## src/rtl/uart_tx_queue_pkg.sv

```systemverilog
// Shared UART types: transmitter and transmit-queue state encodings.
// Imported by the queue and its FIFO.
package uart_tx_queue_pkg;

  typedef enum logic [1:0] {
    TIdle,
    TStart,
    TData,
    TStop
  } TxState;

  typedef enum logic [1:0] {
    QStart,
    QIdle,
    QWait
  } TxQState;

  localparam int ByteW = 8;

endpackage

```

## src/rtl/uart_tx_queue_byte_fifo.sv

```systemverilog
// Power-of-two byte FIFO with registered count, full, empty and
// a sticky overflow flag; asynchronous read port.
module byte_fifo
  import uart_tx_queue_pkg::*;
#(
  parameter int DEPTH = 16
) (
  input  logic                     sourceClk,
  input  logic                     reset,
  input  logic                     wr_en,
  input  logic [ByteW-1:0]         wr_data,
  input  logic                     rd_en,
  output logic [ByteW-1:0]         rd_data,
  output logic                     full,
  output logic                     empty,
  output logic [$clog2(DEPTH):0]   count,
  output logic                     overflow
);

  localparam int AW = $clog2(DEPTH);
  localparam int CW = AW + 1;

  logic [ByteW-1:0] mem [DEPTH];
  logic [AW-1:0]    wr_ptr;
  logic [AW-1:0]    rd_ptr;
  logic [CW-1:0]    count_nxt;
  logic             push;
  logic             pop;

  // full/empty are pre-edge values, so a push into a full queue is
  // dropped even when a pop happens on the same edge
  assign push    = wr_en && !full;
  assign pop     = rd_en && !empty;
  assign rd_data = mem[rd_ptr];

  always_comb begin
    count_nxt = count;
    if (push && !pop)
      count_nxt = count + CW'(1);
    else if (pop && !push)
      count_nxt = count - CW'(1);
  end

  always_ff @(posedge sourceClk) begin
    if (reset && push)
      mem[wr_ptr] <= wr_data;
  end

  always_ff @(posedge sourceClk) begin
    if (!reset) begin
      wr_ptr   <= '0;
      rd_ptr   <= '0;
      count    <= '0;
      full     <= 1'b0;
      empty    <= 1'b1;
      overflow <= 1'b0;
    end else begin
      if (push)
        wr_ptr <= wr_ptr + AW'(1);
      if (pop)
        rd_ptr <= rd_ptr + AW'(1);
      count <= count_nxt;
      full  <= (count_nxt == CW'(DEPTH));
      empty <= (count_nxt == '0);
      if (wr_en && full)
        overflow <= 1'b1;
    end
  end

endmodule

```

## src/rtl/uart_tx_queue.sv

```systemverilog
// Transmit queue: buffers bytes and issues them one at a time to the
// UART transmitter with an active-low tx_en pulse.
module uart_tx_queue
  import uart_tx_queue_pkg::*;
#(
  parameter int DEPTH = 16
) (
  input  logic                   sourceClk,
  input  logic                   reset,
  input  logic                   wr_en,
  input  logic [ByteW-1:0]       wr_data,
  output logic                   full,
  output logic                   empty,
  output logic [$clog2(DEPTH):0] count,
  output logic                   overflow,
  output logic                   busy,
  output logic                   tx_en,
  output logic [ByteW-1:0]       tx_byte,
  input  logic                   tx_complete
);

  TxQState          state;
  logic             start_cnt;
  logic             issue;
  logic [ByteW-1:0] rd_data;

  assign issue = (state == QIdle) && !empty;

  byte_fifo #(
    .DEPTH (DEPTH)
  ) u_fifo (
    .sourceClk (sourceClk),
    .reset     (reset),
    .wr_en     (wr_en),
    .wr_data   (wr_data),
    .rd_en     (issue),
    .rd_data   (rd_data),
    .full      (full),
    .empty     (empty),
    .count     (count),
    .overflow  (overflow)
  );

  always_ff @(posedge sourceClk) begin
    if (!reset) begin
      state     <= QStart;
      start_cnt <= 1'b0;
      tx_en     <= 1'b1;
      tx_byte   <= '0;
      busy      <= 1'b0;
    end else begin
      tx_en <= 1'b1;
      unique case (state)
        // give the transmitter two cycles to leave its own reset
        QStart: begin
          start_cnt <= ~start_cnt;
          if (start_cnt)
            state <= QIdle;
        end
        QIdle: begin
          if (!empty) begin
            tx_en   <= 1'b0;
            tx_byte <= rd_data;
            busy    <= 1'b1;
            state   <= QWait;
          end
        end
        QWait: begin
          if (tx_complete) begin
            busy  <= 1'b0;
            state <= QIdle;
          end
        end
        default: state <= QStart;
      endcase
    end
  end

endmodule

```

## config.mk

```make
export PLATFORM = sky130hd
export DESIGN_NAME = uart_tx_queue
export DESIGN_NICKNAME = d
export VERILOG_FILES = /design/src/rtl/uart_tx_queue_pkg.sv /design/src/rtl/uart_tx_queue_byte_fifo.sv /design/src/rtl/uart_tx_queue.sv
export SDC_FILE = /design/constraint.sdc
export NUM_CORES = 1
export LEC_CHECK = 0
export ABC_CLOCK_PERIOD_IN_PS = 2630
export CORE_MARGIN = 2
export CORE_UTILIZATION = 60
export DETAILED_ROUTE_END_ITERATION = 6
export PLACE_DENSITY = 0.79
export SLEW_MARGIN = 20
export SYNTH_ARGS = -nofsm -noshare
export SYNTH_HDL_FRONTEND = slang
export SYNTH_HIERARCHICAL = 1
export SYNTH_SLANG_ARGS = --single-unit
```

## constraint.sdc

```tcl
create_clock -name sourceClk -period 2.63 [get_ports sourceClk]
set_input_delay 0.526 -clock sourceClk [delete_from_list [all_inputs] [get_ports sourceClk]]
set_output_delay 0.526 -clock sourceClk [all_outputs]
set_load 0.01 [all_outputs]
```

==> flow_metrics.tcl, run 1 <==
set metrics [dict create \
    status "completed" \
    yosys_warnings 6 \
    rsz0062_at_grt "no" \
    p_sw_share_pct 23.4 \
    ys_seq_elements 161 \
    yosys-top-cells-count "128 x edfxtp_1, 33 x dfxtp_1, 27 x nor2_1" \
    synth_edf_count 128 \
    die_h_um 107 \
    ir_drop_mv 0.510 \
    switching_power_mw 1.31 \
    area_growth_pct 17.5 \
    numClockSinks 161 \
    core_area_um2 10300 \
    post_cts_buffers 0 \
    drtIter0Drc 253 \
    cp.arrival_ns 2.66 \
    port_buffers 29 \
    r2r-end "tx_byte[4]" \
    postSynthAreaPerCell_um2 18.3 \
    worst_setup_path_end_kind "flop" \
    holdCritPathClass "flop to flop" \
    critPathMaxFanout 25 \
    antenna_found_initial 0 \
    ioPinCount 30 \
    drt_wl_total_um 12200 \
    p_int_mw 4.28 \
    die_area_um2 11500 \
    place_congestion 0.828 \
    post_cts_resized 0 \
    yosysMostFrequentCell "edfxtp_1" \
    synth_area_um2 6380 \
    min_from "tx_byte[5]" \
    yosysTopAreaCell "edfxtp_1" \
    fin_crit_sh_pct 85.7 \
    power.density_nw_per_um2 745 \
    tightest_slew_ns 0.600 \
    synth_nets 368 \
    finClkSkew_ns 0.0108 \
    required_ns 3.03 \
    cts_max_level 4 \
    nNetsFinal 423 \
    rows 37 \
    yosysSeqAreaShare_pct 70.5 \
    setup_tns_ns 0 \
    power_frac_comb_pct 6.0 \
    track_usage_pct 23.2 \
    synth_async_sr_flop_share_pct 0 \
    pwr-share-clk_pct 43.1 \
    relSlewSlack_pct 59.9 \
    via_per_inst 5.95 \
    clockBufferDepth 2 \
    r2r_setup_slack_ns 0.38 \
    grt_pass1_vias 3337 \
    setup_violations 0 \
    n_antenna_cell 0 \
    fillers 594 \
    slew_viol_final 0 \
    vias 3293 \
    globalRoute.totalOverflow 0 \
    synth.distinct_cells 44 \
    start_util_pct 61.8 \
    first_pass_iters 5 \
    cts_hold_buffers 0 \
    rr_worst_depth 5 \
    fin_crit_ns 2.25 \
    path_clk_slew_ns 0.07 \
    hold_depth 2 \
    cts_tree "built" \
    drc_errors 0 \
    grt_pass1_wl_um 18900 \
    cts_buffers 17 \
    ant_nets 0 \
    synth_top_area_share_pct 60.2 \
    place_hpwl_um 7610 \
    leakagePower_nw 2.47 \
    synthTopCellsByArea "edfxtp_1 60%, dfxtp_1 10%, mux4_1 9.9%, mux4_2 5.6%, nor2_1 1.6%" \
    grt_max_degree 33 \
    drt-wirelength-per-cell_um 22.0 \
    drive_gt1_share_pct 17.5 \
    total_power_mw 5.59 \
    synthCells 349 \
    critPathLaunchType "flop" \
    clkLatencyLatePin_ns 0.53 \
    worstSetupPathType "flop to flop" \
    hold_viol_final 0 \
    synth-main-ff-cell "edfxtp_1" \
    maxCapViolations 0 \
    die_x_um 107 \
    cts-root-buf "clkbuf_8" \
    max_freq_mhz 443 \
    holdPathEnd "tx_byte[5]" \
    p_seq_share_pct 50.9 \
]
[registers in the layout, indices dropped and copies added, names as in the netlist, 2 cells and up, named ones only]
name           count
u_fifo/mem       128
u_fifo/wr_ptr      4
u_fifo/rd_ptr      4
u_fifo/count       5
state              2
tx_byte            8
[stage by stage]
step	instance area [µm²]	setup slack (ns)	instances	util [%]	hold slack, ns
6_report	7500	0.375	553	72.6	0.457
5_1_grt	7500	0.320	553	72.6	0.489
4_1_cts	7500	0.368	553	72.6	0.460
3_5_place_dp	6900	0.243	521	66.9	0.450
3_3_place_gp	6900	0.325	521	66.9	0.445
2_1_floorplan	6380	0.579	349	-	0.465
[worst max-delay path by stage]
stage / start / end / slack (ns) / cells after the start
3_3_place_gp: wr_en / u_fifo/full / 0.33 / 6
2_1_floorplan: state[0] / u_fifo/full / 0.58 / 8
4_1_cts: flop / tx_byte[4] / 0.37 / 5
5_1_grt: flop / tx_byte[4] / 0.32 / 5
6_report: flop / tx_byte[4] / 0.38 / 5
3_5_place_dp: wr_en / u_fifo/full / 0.24 / 6
[critical path: stages (launching register included)]
cell and delay, ns:
dfxtp_2 0.48, buf_12 0.26, mux4_1 0.66, mux4_2 0.51, nand3_1 0.10, o21ai_0 0.11
[cells in the final DEF, fill, tap and decap left out, types with 3 or more instances in the layout]
cell type	count
a21oi_1	3
buf_4	21
clkbuf_16	16
clkdlybuf4s50_1	29
clkinv_8	3
dfxtp_1	32
edfxtp_1	128
ha_1	7
inv_1	6
inv_6	5
inv_8	4
mux4_1	24
mux4_2	16
nand2_1	21
nand2b_1	3
nand3_1	14
nand4_1	3
nor2_1	27
o21ai_0	11
xnor2_1	6
xor2_1	4
[power by group through the flow]
| stage | Sequential (mW) | Clock (mW) | Combinational [mW] |
|---|---|---|---|
| 2_1_floorplan | 2.90 | 0 | 0.192 |
| 3_3_place_gp | 2.90 | 0 | 0.317 |
| 3_5_place_dp | 2.90 | 0 | 0.329 |
| 4_1_cts | 2.84 | 2.45 | 0.333 |
| 5_1_grt | 2.85 | 2.56 | 0.364 |
| 6_report | 2.84 | 2.41 | 0.333 |
[final cells by class]
type	instances	area (µm²)	area share [%]
Sequential cell	161	4510	60.1
Multi-Input combinational cell	167	1740	23.2
Timing Repair Buffer	51	468	6.24
Clock buffer	17	414	5.52
Clock inverter	15	181	2.42
Tap cell	136	170	2.27
Inverter	6	22.5	0.300
[metal layers]
metal / GRT usage, % / wire length (µm)
met1: 29.9 / 4960
met2: 37.2 / 6080
met3: 7.60 / 889
met4: 8.91 / 250
met5: 0 / 0
[cell families (layout without fill, tap and decap cells)]
kind of cell             after synthesis  count (layout)  share of synthesized area, %
adder cells (fa/ha/maj)                7               7                          1.37
AO/OA/AOI/OAI                         26              26                          2.55
buffers and inverters                 21              89                          2.23
XOR/XNOR                              10              10                          1.37
multiplexers                          40              40                          15.5
flip-flops                           161             161                          70.5
AND/OR/NAND/NOR                       84              84                          6.41
Power figures use the tool's default switching activity.
==> run 2: changes to the inputs <==
--- a/config.mk
+++ b/config.mk
@@ -10,6 +10,7 @@
 export CORE_UTILIZATION = 60
 export DETAILED_ROUTE_END_ITERATION = 6
 export PLACE_DENSITY = 0.79
+export SKIP_LAST_GASP = 1
 export SLEW_MARGIN = 20
 export SYNTH_ARGS = -nofsm -noshare
 export SYNTH_HDL_FRONTEND = slang
==> results of run 2 <==
Final layout, timing and power as in run 1 (identical DEF).
